==> src/rtl/sel23_demux.sv <==
// sel23_demux: registered 1-to-8 distributor for WIDTH-bit words.
// One input word is stored into one of eight held output registers. The
// destination comes from the explicit sel index or from an internal pointer
// that advances after each auto-mode write. This block loads the eight slots
// that the companion 8-to-1 selector later reads back by index.
//
// Write handshake: a write is accepted on any rising clk edge where EN=1,
// wr=1 and clr=0. There is no back-pressure: every such edge stores the word.
// wr_ack is high for exactly the one cycle after each accepting edge, so a
// wr held high produces a continuous wr_ack.
module sel23_demux #(
  parameter int WIDTH = 24
) (
  input  logic             clk,
  input  logic             rst_n,
  input  logic             EN,
  input  logic [WIDTH-1:0] in,
  input  logic [2:0]       sel,
  input  logic             wr,
  input  logic             auto,
  input  logic             clr,
  output logic [WIDTH-1:0] out1,
  output logic [WIDTH-1:0] out2,
  output logic [WIDTH-1:0] out3,
  output logic [WIDTH-1:0] out4,
  output logic [WIDTH-1:0] out5,
  output logic [WIDTH-1:0] out6,
  output logic [WIDTH-1:0] out7,
  output logic [WIDTH-1:0] out8,
  output logic [2:0]       ptr,
  output logic [7:0]       valid,
  output logic             full,
  output logic             wr_ack
);

  logic [WIDTH-1:0] bank [8];
  logic [2:0]       ptr_q;
  logic [7:0]       valid_q;
  logic             ack_q;

  logic             do_clr;
  logic             do_wr;
  logic [2:0]       idx;

  // Decode the per-edge action: clear wins over write, EN gates both.
  always_comb begin
    do_clr = EN & clr;
    do_wr  = EN & wr & ~clr;
    idx    = auto ? ptr_q : sel;
  end

  // Data bank: only the addressed slot loads, the others hold.
  always_ff @(posedge clk or negedge rst_n) begin
    if (!rst_n) begin
      for (int i = 0; i < 8; i++) bank[i] <= '0;
    end else if (do_clr) begin
      for (int i = 0; i < 8; i++) bank[i] <= '0;
    end else if (do_wr) begin
      bank[idx] <= in;
    end
  end

  // Valid flags: set per written slot, sticky until clear or reset.
  always_ff @(posedge clk or negedge rst_n) begin
    if (!rst_n) begin
      valid_q <= 8'h00;
    end else if (do_clr) begin
      valid_q <= 8'h00;
    end else if (do_wr) begin
      valid_q[idx] <= 1'b1;
    end
  end

  // Auto pointer: advances (mod 8) only on auto-mode writes.
  always_ff @(posedge clk or negedge rst_n) begin
    if (!rst_n) begin
      ptr_q <= 3'd0;
    end else if (do_clr) begin
      ptr_q <= 3'd0;
    end else if (do_wr && auto) begin
      ptr_q <= ptr_q + 3'd1;
    end
  end

  // Write acknowledge: one cycle high after each accepted write.
  always_ff @(posedge clk or negedge rst_n) begin
    if (!rst_n) begin
      ack_q <= 1'b0;
    end else begin
      ack_q <= do_wr;
    end
  end

  // Drive the outputs from the held registers; full is pure decode.
  always_comb begin
    out1   = bank[0];
    out2   = bank[1];
    out3   = bank[2];
    out4   = bank[3];
    out5   = bank[4];
    out6   = bank[5];
    out7   = bank[6];
    out8   = bank[7];
    ptr    = ptr_q;
    valid  = valid_q;
    full   = &valid_q;
    wr_ack = ack_q;
  end

endmodule

==> config.mk <==
export PLATFORM = sky130hd
export DESIGN_NAME = sel23_demux
export DESIGN_NICKNAME = d
export VERILOG_FILES = /design/src/rtl/sel23_demux.sv
export SDC_FILE = /design/constraint.sdc
export NUM_CORES = 1
export LEC_CHECK = 0
export BUFFER_PORTS_ARGS = -buffer_cell sky130_fd_sc_hd__buf_4
export CAP_MARGIN = 20
export CORE_ASPECT_RATIO = 0.5
export CORE_UTILIZATION = 54
export CTS_BUF_LIST = sky130_fd_sc_hd__clkbuf_8
export DETAILED_ROUTE_END_ITERATION = 8
export PLACE_DENSITY = 0.91
export SLEW_MARGIN = 20
export SYNTH_ARGS = -nofsm -noshare
export SYNTH_HDL_FRONTEND = slang
export SYNTH_SLANG_ARGS = --single-unit
==> constraint.sdc <==
create_clock -name clk -period 1.6 [get_ports clk]
set_input_delay 0 -clock clk [delete_from_list [all_inputs] [get_ports clk]]
set_output_delay 0 -clock clk [all_outputs]
set_load 0.005 [all_outputs]
==> results of run 1 <==
## sequential cells by signal, indices dropped and copies added, names as in the netlist
name,cells
out1,24
out2,24
out3,24
out4,24
out5,24
out6,24
out7,24
out8,24
ptr,3
valid,8
wr_ack,1
## cells in the final DEF, fill, tap and decap left out, drive strengths merged
cell type    instances
buf                269
nand2              229
dfrtp              204
mux2i              194
clkbuf              39
inv                 33
dlygate4sd3         31
o211ai               8
and3b                4
nand3                3
nor3b                3
nand4                2
a21oi                2
clkinv               2
nor2                 1
nor3                 1
mux2                 1
o211a                1
and3                 1
and2                 1
nand4b               1
o21ai                1
ha                   1
bufinv               1
## worst reg2reg max path, stage by stage (launching register included)
cell and delay (ns):
sky130_fd_sc_hd__dfrtp_2 0.46, sky130_fd_sc_hd__and3b_2 0.29, sky130_fd_sc_hd__o211ai_4 0.30, sky130_fd_sc_hd__clkbuf_16 0.26
sky130_fd_sc_hd__mux2i_1 0.24
## cell usage after synthesis (2+ instances only)
| library cell | instances |
|---|---|
| sky130_fd_sc_hd__inv_1 | 24 |
| sky130_fd_sc_hd__mux2i_1 | 193 |
| sky130_fd_sc_hd__dfrtp_1 | 204 |
| sky130_fd_sc_hd__nor3b_2 | 3 |
| sky130_fd_sc_hd__nand2_1 | 229 |
| sky130_fd_sc_hd__nand3_1 | 3 |
| sky130_fd_sc_hd__nand4_1 | 2 |
| sky130_fd_sc_hd__o211ai_4 | 8 |
| sky130_fd_sc_hd__buf_6 | 18 |
| sky130_fd_sc_hd__clkbuf_1 | 24 |
| sky130_fd_sc_hd__and3b_1 | 4 |
| sky130_fd_sc_hd__a21oi_1 | 2 |
## power breakdown
group | internal (mW) | switching (mW)
clock network | 2.16 | 2.00
logic | 0.453 | 0.571
registers | 5.29 | 0.0990
## stage by stage
stage                     total power [mW]  instances  setup TNS, ns  setup slack (ns)  instance area (um^2)
after CTS                            10.57       1236              0           0.01192                 11820
after global placement               6.370       1156              0            0.1431                 10920
after detailed placement             6.414       1156              0           0.04113                 10920
after global routing                 10.93       1237        -0.2119          -0.05222                 11880
final                                10.58       1237       -0.07869          -0.03946                 11880
after floorplan                      5.833        725              0            0.1384                  8661
## what timing repair did
item | 4_1_cts | 5_1_grt
hold buffers | 32 | 0
cloned | 0 | 2
setup endpoints to repair | 2 | 21
endpoints found under the hold margin | 401 | 0
resized for setup | 4 | 5
pin swaps | 0 | 4
## cell families after synthesis
group,synth area share (%)
buffers and inverters,4.478
adders and majority gates,0.1444
muxes,22.70
DFF,58.94
AOI/OAI and AO/OA,2.254
and+or+nand+nor,11.49
## worst max-delay path by stage
stage / start / endpoint / slack [ns]
6_report: ptr[1]$_DFFE_PN0P_ / out5[0]$_DFFE_PN0P_ / -0.04
5_1_grt: ptr[1]$_DFFE_PN0P_ / out5[0]$_DFFE_PN0P_ / -0.05
4_1_cts: ptr[2]$_DFFE_PN0P_ / out6[11]$_DFFE_PN0P_ / 0.01
3_5_place_dp: ptr[2]$_DFFE_PN0P_ / out3[21]$_DFFE_PN0P_ / 0.04
3_3_place_gp: ptr[0]$_DFFE_PN0P_ / out2[2]$_DFFE_PN0P_ / 0.14
2_1_floorplan: ptr[2]$_DFFE_PN0P_ / out4[10]$_DFFE_PN0P_ / 0.14
## area by class of cell
cell class	count	area, um^2	area share (%)
timing repair buffer	303	2656	22.37
inverter	24	90.09	0.7586
tap	204	255.2	2.149
sequential	204	5107	43.01
multi-input combinational	454	3197	26.92
clock buffer	36	495.5	4.172
clock inverter	12	73.82	0.6216
## layer usage
layer	GRT usage [%]	share of wire (%)	vias to the layer above	wire, um
li1	-	-	2961	-
met1	39.26	39	3475	10390
met2	53.08	49	338	12850
met3	6.338	6.8	116	1793
met4	15.61	4.9	0	1302
met5	0	0	-	0
==> out/metrics.yaml, run 1 <==
run_status:
  run_status: "finished, violations left"
  failed_checks: "hold timing, setup timing"
logic_synthesis:
  synth_warnings: 0
  instance_count_of_the_mapped_netlist: 725
  postSynth.topFlopCell: "sky130_fd_sc_hd__dfrtp_1"
  yosys_register_bits: 204
  synthTopCellsByArea: "sky130_fd_sc_hd__dfrtp_1 (59%), sky130_fd_sc_hd__mux2i_1 (22%), sky130_fd_sc_hd__nand2_1 (9.9%)"
  netlist-cell-type-count: 23
  synth_top_cell_by_area: "sky130_fd_sc_hd__dfrtp_1"
  post_synth_instance_area_um2: 8661
  syn_nets: 759
  synth.yosys.seq_area_share_pct: 58.94
  synth-async-reset-ratio_pct: 100.0
  synth_enable_flop_cells: 0
  yosys.area.top_type_share_pct: 58.94
  synth_area_per_cell_um2: 11.95
detailed_routing:
  route.antenna.remaining_nets: 0
  drt_iter0_drc: 445
  post_drt_via_cell_ratio: 5.570
  route.vias.total: 6890
  wire_per_inst_um: 21.30
  first_pass_iters: 5
  remaining_drc_errors: 0
  detail_route.wirelength_um: 26340
flow_run:
  max_cap_viol_count: 0
worst_setup_path:
  crit_type: "reg -> reg"
  top_cell_family_by_delay_on_the_critical_path: "flip-flops"
  regToRegSetupSlack_ns: -0.04
  path_max_fanout: 7
  critPathLaunchType: "flip-flop"
  cp_data_arrival_time_ns: 2.11
  maximum_cell_stage_delay_along_the_critical_path_ns: 0.46
  path_depth: 4
  critical_path.slowest_cell: "sky130_fd_sc_hd__dfrtp_2"
  critical_path_rt_ns: 2.07
  worst-path-buf-inv: 1
  crit_chain: "and3b_2 > o211ai_4 > clkbuf_16 > mux2i_1"
  crit_path_end_kind: "flip-flop"
  reg_to_reg_startpoint: "ptr[1]$_DFFE_PN0P_"
  crit-reg2reg-capture: "out5[0]$_DFFE_PN0P_"
  worstRegToRegCells: 4
sta:
  fmax_mhz: 610.0
  period_needed_ns: 1.639
  layout_worst_path_cycle_share_pct: 102.5
  rsz0062_at_grt: "yes"
  hold_violations: 8
  whs_ns: -0.01171
  worst_clock_skew_ns: 0.02730
  setup_viol_count_final: 4
  final.setup.worst_slack_ns: -0.03946
  tightestPinTransition_ns: 0.4665
  finalMaxSlewViolations: 0
  slew_headroom_pct: 68.90
global_routing:
  grt_antenna_before_repair: 0
  grt.overflow.total: 0
  first_global_vias: 7319
  pin_count_of_the_biggest_net_entering_global_routing: 55
  first_pass_grt_wire_length_um: 40490
  grt_usage_pct: 31.55
cells_and_area:
  filler_cell_count: 900
  layout.nets: 1049
  drive_gt1_share_pct: 32.24
  area.growth.synth_to_final_pct: 37.11
  diodes: 0
  postLayoutCoreUtil_pct: 76.44
placement:
  detailedPlacementHpwl_um: 16500
  portBuffers: 237
  place.gp.congestion: 0.8694
clocking:
  post_cts_buffers: 0
  htree_levels: 1
  tritoncts.num_buffers: 28
  tritoncts_clock_tree: "built"
  worst_skew_pair.late_latency_ns: 0.56
  clockRootBuffer: "sky130_fd_sc_hd__clkbuf_8"
  cts_buffer_depth: 3
  clock-sinks: 204
  clk_transition_reported_paths_ns: 0.07
floorplan:
  std_cell_rows: 32
  start_util_pct: 55.75
  die_y_um: 91.55
  io_pins: 238
  die_width_um: 181.1
  die_area_um2: 16580
  core_region_area_um2: 15530
power_and_ir_drop:
  ir_drop_uv: 614.6
  power_leakage_nw: 7.298
  power_density_nw_per_um2: 891.3
min_path:
  timing.hold.worst.class: "in -> async"
(Power assumes the default switching activity.)
==> run 2: changes to the inputs <==
--- a/config.mk
+++ b/config.mk
@@ -8,10 +8,11 @@
 export BUFFER_PORTS_ARGS = -buffer_cell sky130_fd_sc_hd__buf_4
 export CAP_MARGIN = 20
 export CORE_ASPECT_RATIO = 0.5
-export CORE_UTILIZATION = 54
+export CORE_UTILIZATION = 40
 export CTS_BUF_LIST = sky130_fd_sc_hd__clkbuf_8
 export DETAILED_ROUTE_END_ITERATION = 8
-export PLACE_DENSITY = 0.91
+export MAX_ROUTING_LAYER = met4
+export PLACE_DENSITY = 0.73
 export SLEW_MARGIN = 20
 export SYNTH_ARGS = -nofsm -noshare
 export SYNTH_HDL_FRONTEND = slang
==> run 2 against run 1 <==
  * The run now ends clean
  * Combinational power barely moved
  * Non-clock buffer count fell by 3
  * Worst setup slack improved by 0.12 ns
  * Via count fell by 6.2%
  * Clock skew fell by 0.013 ns
  * Utilization fell by 19 points
==> out/metrics.yaml, run 2 (synthesized netlist as in run 1, its figures left out) <==
worst_setup_path:
  reg_to_reg_startpoint: "ptr[1]$_DFFE_PN0P_"
  worstSetupStartpoint: "ptr[1]$_DFFE_PN0P_"
  worst-path-buf-inv: 1
  top_cell_family_by_delay_on_the_critical_path: "flip-flops"
  crit_chain: "and3b_1 > o211ai_4 > buf_4 > mux2i_1"
  maximum_cell_stage_delay_along_the_critical_path_ns: 0.44
  critical_path_rt_ns: 2.09
  critPathLaunchType: "flip-flop"
  cp_data_arrival_time_ns: 2.01
  crit_path_end_kind: "flip-flop"
  crit_type: "reg -> reg"
  path_max_fanout: 8
  critical_path.slowest_cell: "sky130_fd_sc_hd__dfrtp_1"
cells_and_area:
  multi_input_area_um2: 3176
  drive_gt1_share_pct: 31.37
  diodes: 0
  postLayoutCoreUtil_pct: 57.07
  final-seq-area_um2: 5105
  area.growth.synth_to_final_pct: 37.58
  post_layout_nonfiller_instances: 1328
  layout.cells.most_common_list: "sky130_fd_sc_hd__buf_4 (247), sky130_fd_sc_hd__nand2_1 (228), sky130_fd_sc_hd__dfrtp_1 (204)"
  most_common_cell_after_layout_fill_and_taps_aside: "sky130_fd_sc_hd__buf_4"
  filler_cell_count: 1738
  layout.nets: 1048
flow_run:
  max_cap_viol_count: 0
global_routing:
  first_global_vias: 6771
  grt_usage_pct: 22.81
  pin_count_of_the_biggest_net_entering_global_routing: 60
  grt.overflow.total: 0
  grt_antenna_before_repair: 0
  first_pass_grt_wire_length_um: 38050
clocking:
  tritoncts.num_buffers: 30
  worst_skew_pair.late_latency_ns: 0.58
  cts_buffer_depth: 3
  clk_transition_reported_paths_ns: 0.07
  clock-sinks: 204
  clockRootBuffer: "sky130_fd_sc_hd__clkbuf_8"
  tritoncts_clock_tree: "built"
  htree_levels: 1
run_status:
  run_status: "finished clean"
detailed_routing:
  wire_per_inst_um: 18.50
  route.antenna.remaining_nets: 0
  route.vias.total: 6464
  first_pass_iters: 4
  remaining_drc_errors: 0
  drt_iter0_drc: 322
  post_drt_via_cell_ratio: 4.867
  detail_route.wirelength_um: 24560
power_and_ir_drop:
  internal_power_mw: 7.914
  sequentialPowerShare_pct: 50.9
  power.share.clock_pct: 39.6
  netSwitchingPower_mw: 2.661
  switching_share_pct: 25.16
  power_density_nw_per_um2: 887.5
  power_leakage_nw: 7.287
  combPwrFrac_pct: 9.4
  ir_drop_uv: 575.6
sta:
  setup_tns_after_final_layout_ns: 0
  hold_violations: 0
  tightestPinTransition_ns: 0.5109
  period_needed_ns: 1.517
  setup_viol_count_final: 0
  worst_clock_skew_ns: 0.01391
  slew_headroom_pct: 65.94
  fmax_mhz: 659.0
  rsz0062_at_grt: "yes"
  layout_worst_path_cycle_share_pct: 94.83
  finalMaxSlewViolations: 0
min_path:
  timing.hold.worst.class: "in -> reg"
  timing.hold.worst.start: "sel[1]"
placement:
  portBuffers: 237
  post-place-cells: 1242
  detailedPlacementHpwl_um: 17050
  place.gp.congestion: 0.8671
floorplan:
  die_area_um2: 22280
  core_region_area_um2: 20880
  std_cell_rows: 37
  io_pins: 238
  die_width_um: 210.1
  die_y_um: 106.1
  start_util_pct: 41.48
run 2: metrics by stage:
step / worst slack (ns) / power (mW) / hold slack, ns / area [um^2]
2_1_floorplan: 0.1384 / 5.833 / -0.2956 / 8661
3_3_place_gp: 0.1491 / 6.398 / 0.01652 / 10990
3_5_place_dp: 0.06814 / 6.423 / 0.01740 / 10990
4_1_cts: 0.02718 / 10.69 / 0.07986 / 11920
5_1_grt: -0.005629 / 10.98 / 0.09527 / 11920
6_report: 0.08266 / 10.57 / 0.1123 / 11920
run 2: tightest hold or removal path, stage by stage:
cell                       delay [ns]
sky130_fd_sc_hd__buf_4           0.11
sky130_fd_sc_hd__nor3b_2         0.07
sky130_fd_sc_hd__o211ai_4        0.20
sky130_fd_sc_hd__buf_12          0.20
sky130_fd_sc_hd__nand2_1         0.07
run 2: path summary, 6_finish.rpt:
check	to	slack [ns]	depth (start not counted)
hold reg to reg	valid[0]$_DFFE_PN0P_	0.51	2
setup reg to reg	out4[19]$_DFFE_PN0P_	0.08	4
max in group asynchronous	valid[1]$_DFFE_PN0P_	0.43	4
min in group asynchronous	out5[22]$_DFFE_PN0P_	0.49	3
setup / recovery	out4[19]$_DFFE_PN0P_	0.08	4
hold / removal	valid[5]$_DFFE_PN0P_	0.11	5
run 2: power by group through the flow:
stage          Combinational [mW]  Clock, mW  Sequential, mW
2_1_floorplan               0.356          0            5.48
3_3_place_gp                0.926          0            5.47
3_5_place_dp                0.946          0            5.48
4_1_cts                      1.02       4.29            5.38
5_1_grt                      1.09       4.49            5.39
6_report                    0.999       4.19            5.38
run 2: cell type report:
| cell class | instances | share of cell area [%] |
|---|---|---|
| Clock buffer | 39 | 4.505 |
| Clock inverter | 15 | 0.5250 |
| Inverter | 24 | 0.7561 |
| Multi-Input combinational cell | 454 | 26.65 |
| Sequential cell | 204 | 42.84 |
| Tap cell | 292 | 3.066 |
| Timing Repair Buffer | 300 | 21.65 |
run 2: layer usage:
layer  routed length (um)  track usage [%]  vias up
li1                     -                -     2965
met1                10740            29.19     3267
met2                11950            36.35      168
met3                  930            4.106       64
met4                  936            8.811        0
met5                    0                -        -
run 2: timing repair:
| action | CTS | global route |
|---|---|---|
| setup endpoints to repair | 0 | 8 |
| hold endpoints to repair | 404 | 0 |
| resized for setup | 0 | 1 |
| hold buffers | 33 | 0 |
| buffers inserted | 0 | 0 |
